[src/rtl/mips_multicycle_ctrl_pkg.sv]
// Shared definitions for the multicycle MIPS controller: state encoding, opcodes,
// datapath mux encodings and the per-state control word.
package mips_ctrl_pkg;

    typedef enum logic [3:0] {
        IDLE,
        FETCH,
        DECODE,
        MEMADR,
        MEMRD,
        MEMWB,
        MEMWR,
        EXEC,
        RWB,
        ADDI_EX,
        ADDI_WB,
        BRANCH,
        JUMP
    } state_t;

    localparam logic [5:0] OP_RTYPE = 6'b000000;
    localparam logic [5:0] OP_LW    = 6'b100011;
    localparam logic [5:0] OP_SW    = 6'b101011;
    localparam logic [5:0] OP_BEQ   = 6'b000100;
    localparam logic [5:0] OP_J     = 6'b000010;
    localparam logic [5:0] OP_ADDI  = 6'b001000;

    localparam logic [1:0] SRCB_REGB   = 2'b00;
    localparam logic [1:0] SRCB_FOUR   = 2'b01;
    localparam logic [1:0] SRCB_IMM    = 2'b10;
    localparam logic [1:0] SRCB_IMM_SH = 2'b11;

    localparam logic [1:0] PCSRC_ALU    = 2'b00;
    localparam logic [1:0] PCSRC_ALUOUT = 2'b01;
    localparam logic [1:0] PCSRC_JUMP   = 2'b10;

    localparam logic [1:0] ALUOP_ADD   = 2'b00;
    localparam logic [1:0] ALUOP_SUB   = 2'b01;
    localparam logic [1:0] ALUOP_FUNCT = 2'b10;

    // Outputs that depend on the state alone; input-qualified strobes live in the top.
    typedef struct packed {
        logic       mem_req;
        logic       mem_we;
        logic       iord;
        logic       pc_write;
        logic       pc_write_cond;
        logic [1:0] pc_source;
        logic       alu_src_a;
        logic [1:0] alu_src_b;
        logic [1:0] alu_op;
        logic       reg_dst;
        logic       mem_to_reg;
        logic       reg_write;
    } ctrl_t;

    function automatic ctrl_t ctrl_for(input state_t s);
        ctrl_t c;
        c = '0;
        case (s)
            FETCH: begin
                c.mem_req   = 1'b1;
                c.alu_src_b = SRCB_FOUR;
                c.alu_op    = ALUOP_ADD;
                c.pc_source = PCSRC_ALU;
            end
            DECODE: begin
                c.alu_src_b = SRCB_IMM_SH;
                c.alu_op    = ALUOP_ADD;
            end
            MEMADR, ADDI_EX: begin
                c.alu_src_a = 1'b1;
                c.alu_src_b = SRCB_IMM;
                c.alu_op    = ALUOP_ADD;
            end
            MEMRD: begin
                c.mem_req = 1'b1;
                c.iord    = 1'b1;
            end
            MEMWB: begin
                c.mem_to_reg = 1'b1;
                c.reg_write  = 1'b1;
            end
            MEMWR: begin
                c.mem_req = 1'b1;
                c.mem_we  = 1'b1;
                c.iord    = 1'b1;
            end
            EXEC: begin
                c.alu_src_a = 1'b1;
                c.alu_src_b = SRCB_REGB;
                c.alu_op    = ALUOP_FUNCT;
            end
            RWB: begin
                c.reg_dst   = 1'b1;
                c.reg_write = 1'b1;
            end
            ADDI_WB: c.reg_write = 1'b1;
            BRANCH: begin
                c.alu_src_a     = 1'b1;
                c.alu_src_b     = SRCB_REGB;
                c.alu_op        = ALUOP_SUB;
                c.pc_source     = PCSRC_ALUOUT;
                c.pc_write_cond = 1'b1;
            end
            JUMP: begin
                c.pc_source = PCSRC_JUMP;
                c.pc_write  = 1'b1;
            end
            default: c = '0;
        endcase
        return c;
    endfunction

    function automatic logic is_mem_state(input state_t s);
        return (s == FETCH) || (s == MEMRD) || (s == MEMWR);
    endfunction

    function automatic logic is_legal(input logic [5:0] op);
        return (op == OP_RTYPE) || (op == OP_LW) || (op == OP_SW) ||
               (op == OP_BEQ) || (op == OP_J) || (op == OP_ADDI);
    endfunction

    // Illegal opcodes fall back to FETCH; the PC was already advanced in FETCH.
    function automatic state_t decode_target(input logic [5:0] op);
        state_t s;
        case (op)
            OP_LW, OP_SW: s = MEMADR;
            OP_RTYPE:     s = EXEC;
            OP_ADDI:      s = ADDI_EX;
            OP_BEQ:       s = BRANCH;
            OP_J:         s = JUMP;
            default:      s = FETCH;
        endcase
        return s;
    endfunction

endpackage

[src/rtl/mips_multicycle_ctrl_mem_wait_timer.sv]
// Counts cycles a memory state spends waiting for ready; flags the last allowed cycle.
module mem_wait_timer #(
    parameter int TIMEOUT = 16
) (
    input  logic clk,
    input  logic rst_n,
    input  logic clear,
    input  logic busy,
    input  logic ready,
    output logic timeout
);
    localparam int W = $clog2(TIMEOUT);
    localparam logic [W-1:0] LAST = W'(TIMEOUT - 1);

    logic [W-1:0] r_cnt;

    // A ready in the final cycle still completes the access.
    assign timeout = busy & ~ready & (r_cnt == LAST);

    always_ff @(posedge clk or negedge rst_n) begin
        if (!rst_n) begin
            r_cnt <= '0;
        end else if (clear) begin
            r_cnt <= '0;
        end else if (busy && !ready) begin
            r_cnt <= r_cnt + 1'b1;
        end
    end

endmodule

[src/rtl/mips_multicycle_ctrl.sv]
// Moore controller sequencing a shared-memory multicycle MIPS datapath, with
// memory-wait timeout and a retired-instruction counter.
module mips_multicycle_ctrl
    import mips_ctrl_pkg::*;
#(
    parameter int CNT_W   = 32,
    parameter int TIMEOUT = 16
) (
    input  logic             clk,
    input  logic             rst_n,
    input  logic [5:0]       opcode,
    input  logic             zero,
    input  logic             mem_ready,
    output logic             mem_req,
    output logic             mem_we,
    output logic             iord,
    output logic             ir_write,
    output logic             mdr_write,
    output logic             pc_write,
    output logic             pc_write_cond,
    output logic [1:0]       pc_source,
    output logic             alu_src_a,
    output logic [1:0]       alu_src_b,
    output logic [1:0]       alu_op,
    output logic             reg_dst,
    output logic             mem_to_reg,
    output logic             reg_write,
    output logic             illegal_op,
    output logic             bus_err,
    output logic [CNT_W-1:0] instr_count
);
    state_t           r_state;
    state_t           w_state_next;
    ctrl_t            r_ctrl;
    logic             r_is_store;
    logic [CNT_W-1:0] r_instr_count;

    logic w_in_mem;
    logic w_timeout;
    logic w_clear;
    logic w_retire;
    logic w_unused;

    // The branch condition is applied by the datapath's pc_write_cond gate.
    assign w_unused = zero;

    assign w_in_mem = is_mem_state(r_state);

    mem_wait_timer #(
        .TIMEOUT (TIMEOUT)
    ) u_mem_wait_timer (
        .clk     (clk),
        .rst_n   (rst_n),
        .clear   (w_clear),
        .busy    (w_in_mem),
        .ready   (mem_ready),
        .timeout (w_timeout)
    );

    always_comb begin
        w_state_next = r_state;
        w_retire     = 1'b0;
        case (r_state)
            IDLE:    w_state_next = FETCH;
            FETCH: begin
                if (mem_ready)      w_state_next = DECODE;
                else if (w_timeout) w_state_next = FETCH;
            end
            DECODE:  w_state_next = decode_target(opcode);
            MEMADR:  w_state_next = r_is_store ? MEMWR : MEMRD;
            MEMRD: begin
                if (mem_ready)      w_state_next = MEMWB;
                else if (w_timeout) w_state_next = FETCH;
            end
            MEMWR: begin
                if (mem_ready) begin
                    w_state_next = FETCH;
                    w_retire     = 1'b1;
                end else if (w_timeout) begin
                    w_state_next = FETCH;
                end
            end
            EXEC:    w_state_next = RWB;
            ADDI_EX: w_state_next = ADDI_WB;
            MEMWB, RWB, ADDI_WB, BRANCH, JUMP: begin
                w_state_next = FETCH;
                w_retire     = 1'b1;
            end
            default: w_state_next = IDLE;
        endcase
    end

    // Re-entering FETCH after a timeout must restart the wait budget too.
    assign w_clear = is_mem_state(w_state_next) && ((w_state_next != r_state) || w_timeout);

    always_ff @(posedge clk or negedge rst_n) begin
        if (!rst_n) begin
            r_state       <= IDLE;
            r_ctrl        <= '0;
            r_is_store    <= 1'b0;
            r_instr_count <= '0;
        end else begin
            r_state <= w_state_next;
            r_ctrl  <= ctrl_for(w_state_next);
            if (r_state == DECODE) begin
                r_is_store <= (opcode == OP_SW);
            end
            if (w_retire) begin
                r_instr_count <= r_instr_count + 1'b1;
            end
        end
    end

    assign mem_req       = r_ctrl.mem_req;
    assign mem_we        = r_ctrl.mem_we;
    assign iord          = r_ctrl.iord;
    assign pc_write_cond = r_ctrl.pc_write_cond;
    assign pc_source     = r_ctrl.pc_source;
    assign alu_src_a     = r_ctrl.alu_src_a;
    assign alu_src_b     = r_ctrl.alu_src_b;
    assign alu_op        = r_ctrl.alu_op;
    assign reg_dst       = r_ctrl.reg_dst;
    assign mem_to_reg    = r_ctrl.mem_to_reg;
    assign reg_write     = r_ctrl.reg_write;

    assign ir_write    = (r_state == FETCH) & mem_ready;
    assign pc_write    = r_ctrl.pc_write | ir_write;
    assign mdr_write   = (r_state == MEMRD) & mem_ready;
    assign illegal_op  = (r_state == DECODE) & ~is_legal(opcode);
    assign bus_err     = w_timeout;
    assign instr_count = r_instr_count;

endmodule

[config.mk]
export PLATFORM = sky130hd
export DESIGN_NAME = mips_multicycle_ctrl
export DESIGN_NICKNAME = d
export VERILOG_FILES = /design/src/rtl/mips_multicycle_ctrl_pkg.sv /design/src/rtl/mips_multicycle_ctrl_mem_wait_timer.sv /design/src/rtl/mips_multicycle_ctrl.sv
export SDC_FILE = /design/constraint.sdc
export NUM_CORES = 1
export LEC_CHECK = 0
export ABC_AREA = 1
export BUFFER_PORTS_ARGS = -buffer_cell sky130_fd_sc_hd__buf_2
export CAP_MARGIN = 20
export CORE_MARGIN = 1
export CORE_UTILIZATION = 30
export CTS_CLUSTER_SIZE = 28
export DETAILED_ROUTE_END_ITERATION = 8
export GPL_ROUTABILITY_DRIVEN = 0
export RECOVER_POWER = 50
export REMOVE_ABC_BUFFERS = 1
export SYNTH_ARGS = -nofsm -noshare
export SYNTH_HDL_FRONTEND = slang
export SYNTH_SLANG_ARGS = --single-unit
[constraint.sdc]
create_clock -name clk -period 2.3 [get_ports clk]
set_clock_uncertainty 0.05 [all_clocks]
set_input_delay 0 -clock clk [delete_from_list [all_inputs] [get_ports clk]]
set_output_delay 0 -clock clk [all_outputs]
set_load 0.05 [all_outputs]
; Yosys cells after proc, flatten, opt, wreduce, memory -nomap -nowiden
; Index checks and enable logic that the tools add are counted.
[op_classes]
div_mod_pow = 0
shifts = 0
n_eq_ne = 31
mux = 22
bitwise = 8
n_reduce_logical = 24
n_addsub = 2
n_mul = 0
magnitude_cmp = 0
[op_table]
columns = op, n
row1 = $eq A4 B4 Y1 const B, 11
row2 = $pmux W4 S5, 2
row3 = $add A32 B1 Y32 const B, 1
row4 = $eq A4 B3 Y1 const B, 8
row5 = $pmux W4 S8, 1
row6 = $mux W4, 6
row7 = $eq A4 B2 Y1 const B, 4
row8 = $eq A6 B6 Y1 const B, 2
row9 = $logic_or A1 B1 Y1, 10
row10 = $mux W1, 10
row11 = $eq A4 B1 Y1 const B, 2
row12 = $eq A6 B2 Y1 const B, 1
row13 = $eq A6 B3 Y1 const B, 1
row14 = $eq A6 B4 Y1 const B, 1
row15 = $logic_not A6 Y1, 1
row16 = $reduce_or A2 Y1, 3
row17 = $reduce_or A3 Y1, 2
row18 = $reduce_or A6 Y1, 1
row19 = $and A1 B1 Y1, 5
row20 = $reduce_or A5 Y1, 1
row21 = $add A4 B1 Y4 const B, 1
row22 = $logic_not A4 Y1, 1
row23 = $ne A4 B4 Y1, 1
row24 = $pmux W2 S2, 1
row25 = 8 further kinds, 10
[totals]
elab_cells = 103
latch_bits = 0
romBits = 0
output_inout_bits = 51
regBits = 56
mem_count = 0
mem_bits_rw = 0

; Logic depth before layout (Yosys ltp)
[logic_depth]
word_depth = 13
ltp_mapped = 15
depth_no_buf = 14

; Modules after synthesis
; A second synthesis with hierarchy kept.
[hier_totals]
hier_cells = 406
hier_area_um2 = 3054.2
[modules_own_cells]
columns = module, cells_each, seq_area_each_um2, area_per_inst_um2, n_inst
row1 = mips_multicycle_ctrl, 377, 1251.2, 2827.7, 1
row2 = mem_wait_timer, 29, 100.1, 226.5, 1

; Worst setup path before layout
; OpenSTA, ideal clock, no wires.
[synth_path]
path_kind = register -> register
from = register r_instr_count[0], in the netlist instr_count[0]
to = register r_instr_count[18], in the netlist instr_count[18]
synth_period_minus_slack_ps = 2082
stages_incl_launch_ff = 10
setup_slack_ps = 218
arrival_time_ps = 1909
path_buffers = 0
path_cell_list = dfrtp_1 ha_1 inv_1 nor3_1 nand2_1 inv_1 nand2_1 nor4_2 nand2_1 xor2_1
[synth_via]
elab_chain_len = 1
[synth_lines]
columns = element, line_no
row1 = from (decl), mips_multicycle_ctrl.sv:36  ; logic [CNT_W-1:0] r_instr_count;
row2 = from (signal assigned), mips_multicycle_ctrl.sv:109  ; r_instr_count <= r_instr_count + 1'b1;
row3 = $add A32 B1 Y32, mips_multicycle_ctrl.sv:109
; No other way between the ends.
; A chain may end at the register's enable or synchronous reset.

; Worst setup path after layout
[layout_path]
from = register r_state[0]
to = register r_instr_count[4], in the netlist instr_count[4]
[layout_via]
elab_chain_len = 3
elab_cells_between_ends = 8
cone_classes = eq/ne (6) / mux (1) / reduce/logical (1)
[layout_lines]
columns = element, line_no
row1 = from (decl), mips_multicycle_ctrl.sv:32  ; state_t r_state;
row2 = from (signal assigned), mips_multicycle_ctrl.sv:103  ; r_state <= w_state_next;
row3 = $eq A4 B3 Y1 or $eq A4 B4 Y1 (tied branches), mips_multicycle_ctrl.sv:63  ; case (r_state)
row4 = $reduce_or A5 Y1, mips_multicycle_ctrl.sv:63
row5 = $pmux W1 S2 (*), mips_multicycle_ctrl.sv:63
; Every way passes the cells marked *; elsewhere a longest branch is shown, timed or not.

==> out/results.ini <==
[hold_path]
hp-class = in2reg

[sta]
max_freq_mhz = 496
hold_viol_final = 0
finalMaxSlewViolations = 0
rsz0062_at_grt = false
min_period_ps = 2020
setup_violations = 0
tns_ps = 0
fin_crit_sh_pct = 87.6
max_slew_margin_pct = 10.2
max_slew.worst_pin.slew_ps = 1350

[logic_synthesis]
yosysWarnings = 0
synth_edf_count = 0
synthCells = 415
ys_seq_elements = 55
syn-cell-area_um2 = 3210
synth_cell_types = 33
avgSynthCellArea_um2 = 7.72
ys.flop_type = dfrtp_1
yosysSeqAreaShare_pct = 42.9
async_reset_ff_share_pct = 100

[grt]
grt_usage_pct = 14.7
grt_overflow = 0
antenna_found_initial = 0
grt_first_pass_wirelength_um = 13100
grt_pass1_vias = 2807
grt_max_degree = 29

[cells_and_area]
fillers = 1122
multi_input_area_um2 = 1550
nNetsFinal = 488
drive_gt1_share_pct = 16.1
largest_reg_flops = 32
diodes = 0
final_cells = 613
final-seq-area_um2 = 1380
syn_to_final_growth_pct = 15.6

[pwr]
p_leak_nw = 1.79
p_per_area_nw_per_um2 = 910
vdd_drop_max_mv = 0.477

[flow_run]
drv_cap = 0

[die]
initial_core_util_pct = 31.1
core_area_um2 = 10300
fp.dieArea_um2 = 11100
die_h_um = 105
row_count = 37
ios = 61
die_w_um = 105

[routing]
vias = 2868
drt_wl_total_um = 7620
drtIter0Drc = 89
postRouteAntennaNets = 0
drc = 0
via_per_inst = 4.68
drt-pass1-iter-count = 4
wl_per_cell_um = 12.4

[setup_path]
worstPathRequired_ps = 2490
cp-end-kind = register
arrival_ps = 2200
cp_slowest_cell = dfrtp_1
crit_path_start_kind = register
slowest_delay_ps = 500
worst-path-max-fanout = 28
crit_type = reg2reg
crit_chain = inv_2 -> nand2_1 -> nor2_1 -> nand2_1 -> nand2_2 -> buf_4 -> nand3_1 -> nor2_1 -> xor2_1

[run_status]
status = complete, no violations

[cts]
cts_buffers = 5
cts-htree-levels = 2
clockBufferDepth = 2
cts_setup_buffers = 0
clock_latency_ps = 310
clock_sinks = 55
cts_tree = done
clk_pin_slew_ps = 110
cts_root_buf = clkbuf_8

[placement]
portBuffers = 59
place_inst = 602
place_hpwl_um = 6040

## synthesized netlist by cell type (all sizes together) (2+ instances only)
master	n	share of area [%]
nor2	48	6.6
o31ai	2	0.47
nand2	115	15
o21ai	18	2.8
a21oi	7	1.1
inv	56	6.6
buf	10	2.1
nand3	18	3.3
xor2	28	7.7
ha	2	0.78
xnor2	4	1.1
nor3	20	3.3
dfrtp	55	43
nor4	7	1.6
or2	2	0.39
nand4	17	3.3
## final cells by class
type	instances	share of cell area [%]
inverter	56	5.67
tap	136	4.59
sequential	55	37.1
clock inverter	3	0.608
clock buffer	5	1.86
timing repair buffer	65	8.41
multi-input combinational	293	41.7
## layer usage
layer / vias up / GRT usage, % / share of wire (%)
met5: - / 0 / 0
met4: 0 / 3.82 / 1.3
met3: 11 / 2.47 / 5.3
met2: 83 / 26.2 / 50
met1: 1332 / 18.4 / 44
li1: 1442 / - / -
## path summary, 6_finish.rpt
check / startpoint / endpoint / slack, ps / depth (start not counted)
setup / recovery: r_state[0]$_DFF_PN0_ / instr_count[4]$_DFFE_PN0P_ / 280 / 9
hold / removal: mem_ready / mem_to_reg$_DFF_PN0_ / 30 / 3
setup reg to reg: r_state[0]$_DFF_PN0_ / instr_count[4]$_DFFE_PN0P_ / 280 / 9
hold reg to reg: instr_count[12]$_DFFE_PN0P_ / instr_count[12]$_DFFE_PN0P_ / 480 / 1
max in group asynchronous: rst_n / iord$_DFF_PN0_ / 600 / 3
min in group asynchronous: rst_n / instr_count[8]$_DFFE_PN0P_ / 460 / 2
## metrics by stage
step / power [mW] / cell area (um^2) / worst slack [ps] / hold slack [ps] / utilization [%]
2_1_floorplan: 2.44 / 3130 / 198 / -346 / -
6_report: 3.37 / 3700 / 285 / 25.3 / 35.9
5_1_grt: 3.62 / 3700 / 69.6 / 58.2 / 35.9
3_5_place_dp: 2.85 / 3620 / 312 / -25.0 / 35.1
3_3_place_gp: 2.82 / 3620 / 338 / -47.6 / 35.1
4_1_cts: 3.44 / 3740 / 285 / 26.5 / 36.3
## placed cells by master (no fill, tap or decap), types with 3 or more instances in the layout
master	count
inv_1	50
nor2_4	3
clkbuf_8	5
o21ai_0	16
buf_2	34
nor2_2	4
nor4_1	6
a21oi_1	7
nand2_2	12
nand3_2	3
nand4_1	17
dlygate4sd3_1	3
inv_2	6
xnor2_1	4
nand3_1	15
dfrtp_1	55
nor2_1	41
nand2_1	102
xor2_1	28
clkbuf_1	25
nor3_1	19
## critical path: cells and delay by family, from the launching register on
kind,cells,cell delay (ps)
XOR/XNOR,1,160
flip-flops,1,500
AND/OR/NAND/NOR,6,800
buffers and inverters,2,420
## where the power goes
part | leakage, nW | internal, mW | switching, mW
sequential | 0.734 | 1.12 | 0.150
clock | 0.0485 | 0.219 | 0.337
combinational | 1.00 | 0.353 | 1.20
## what timing repair did
| item | in CTS | in global routing |
|---|---|---|
| hold buffers | 3 | 0 |
| hold endpoints to repair | 22 | 0 |
| gates resized for setup | 0 | 0 |
## logic make-up after synthesis
group,count (synthesis),share of synthesized area [%]
simple gates,228,33.4
buf+inv,67,8.78
flops,55,42.9
xor+xnor,32,8.74
compound gates,30,5.04
fa+ha+maj,2,0.781
mux,1,0.312
Note: power is estimated with default switching activity, not from simulation.
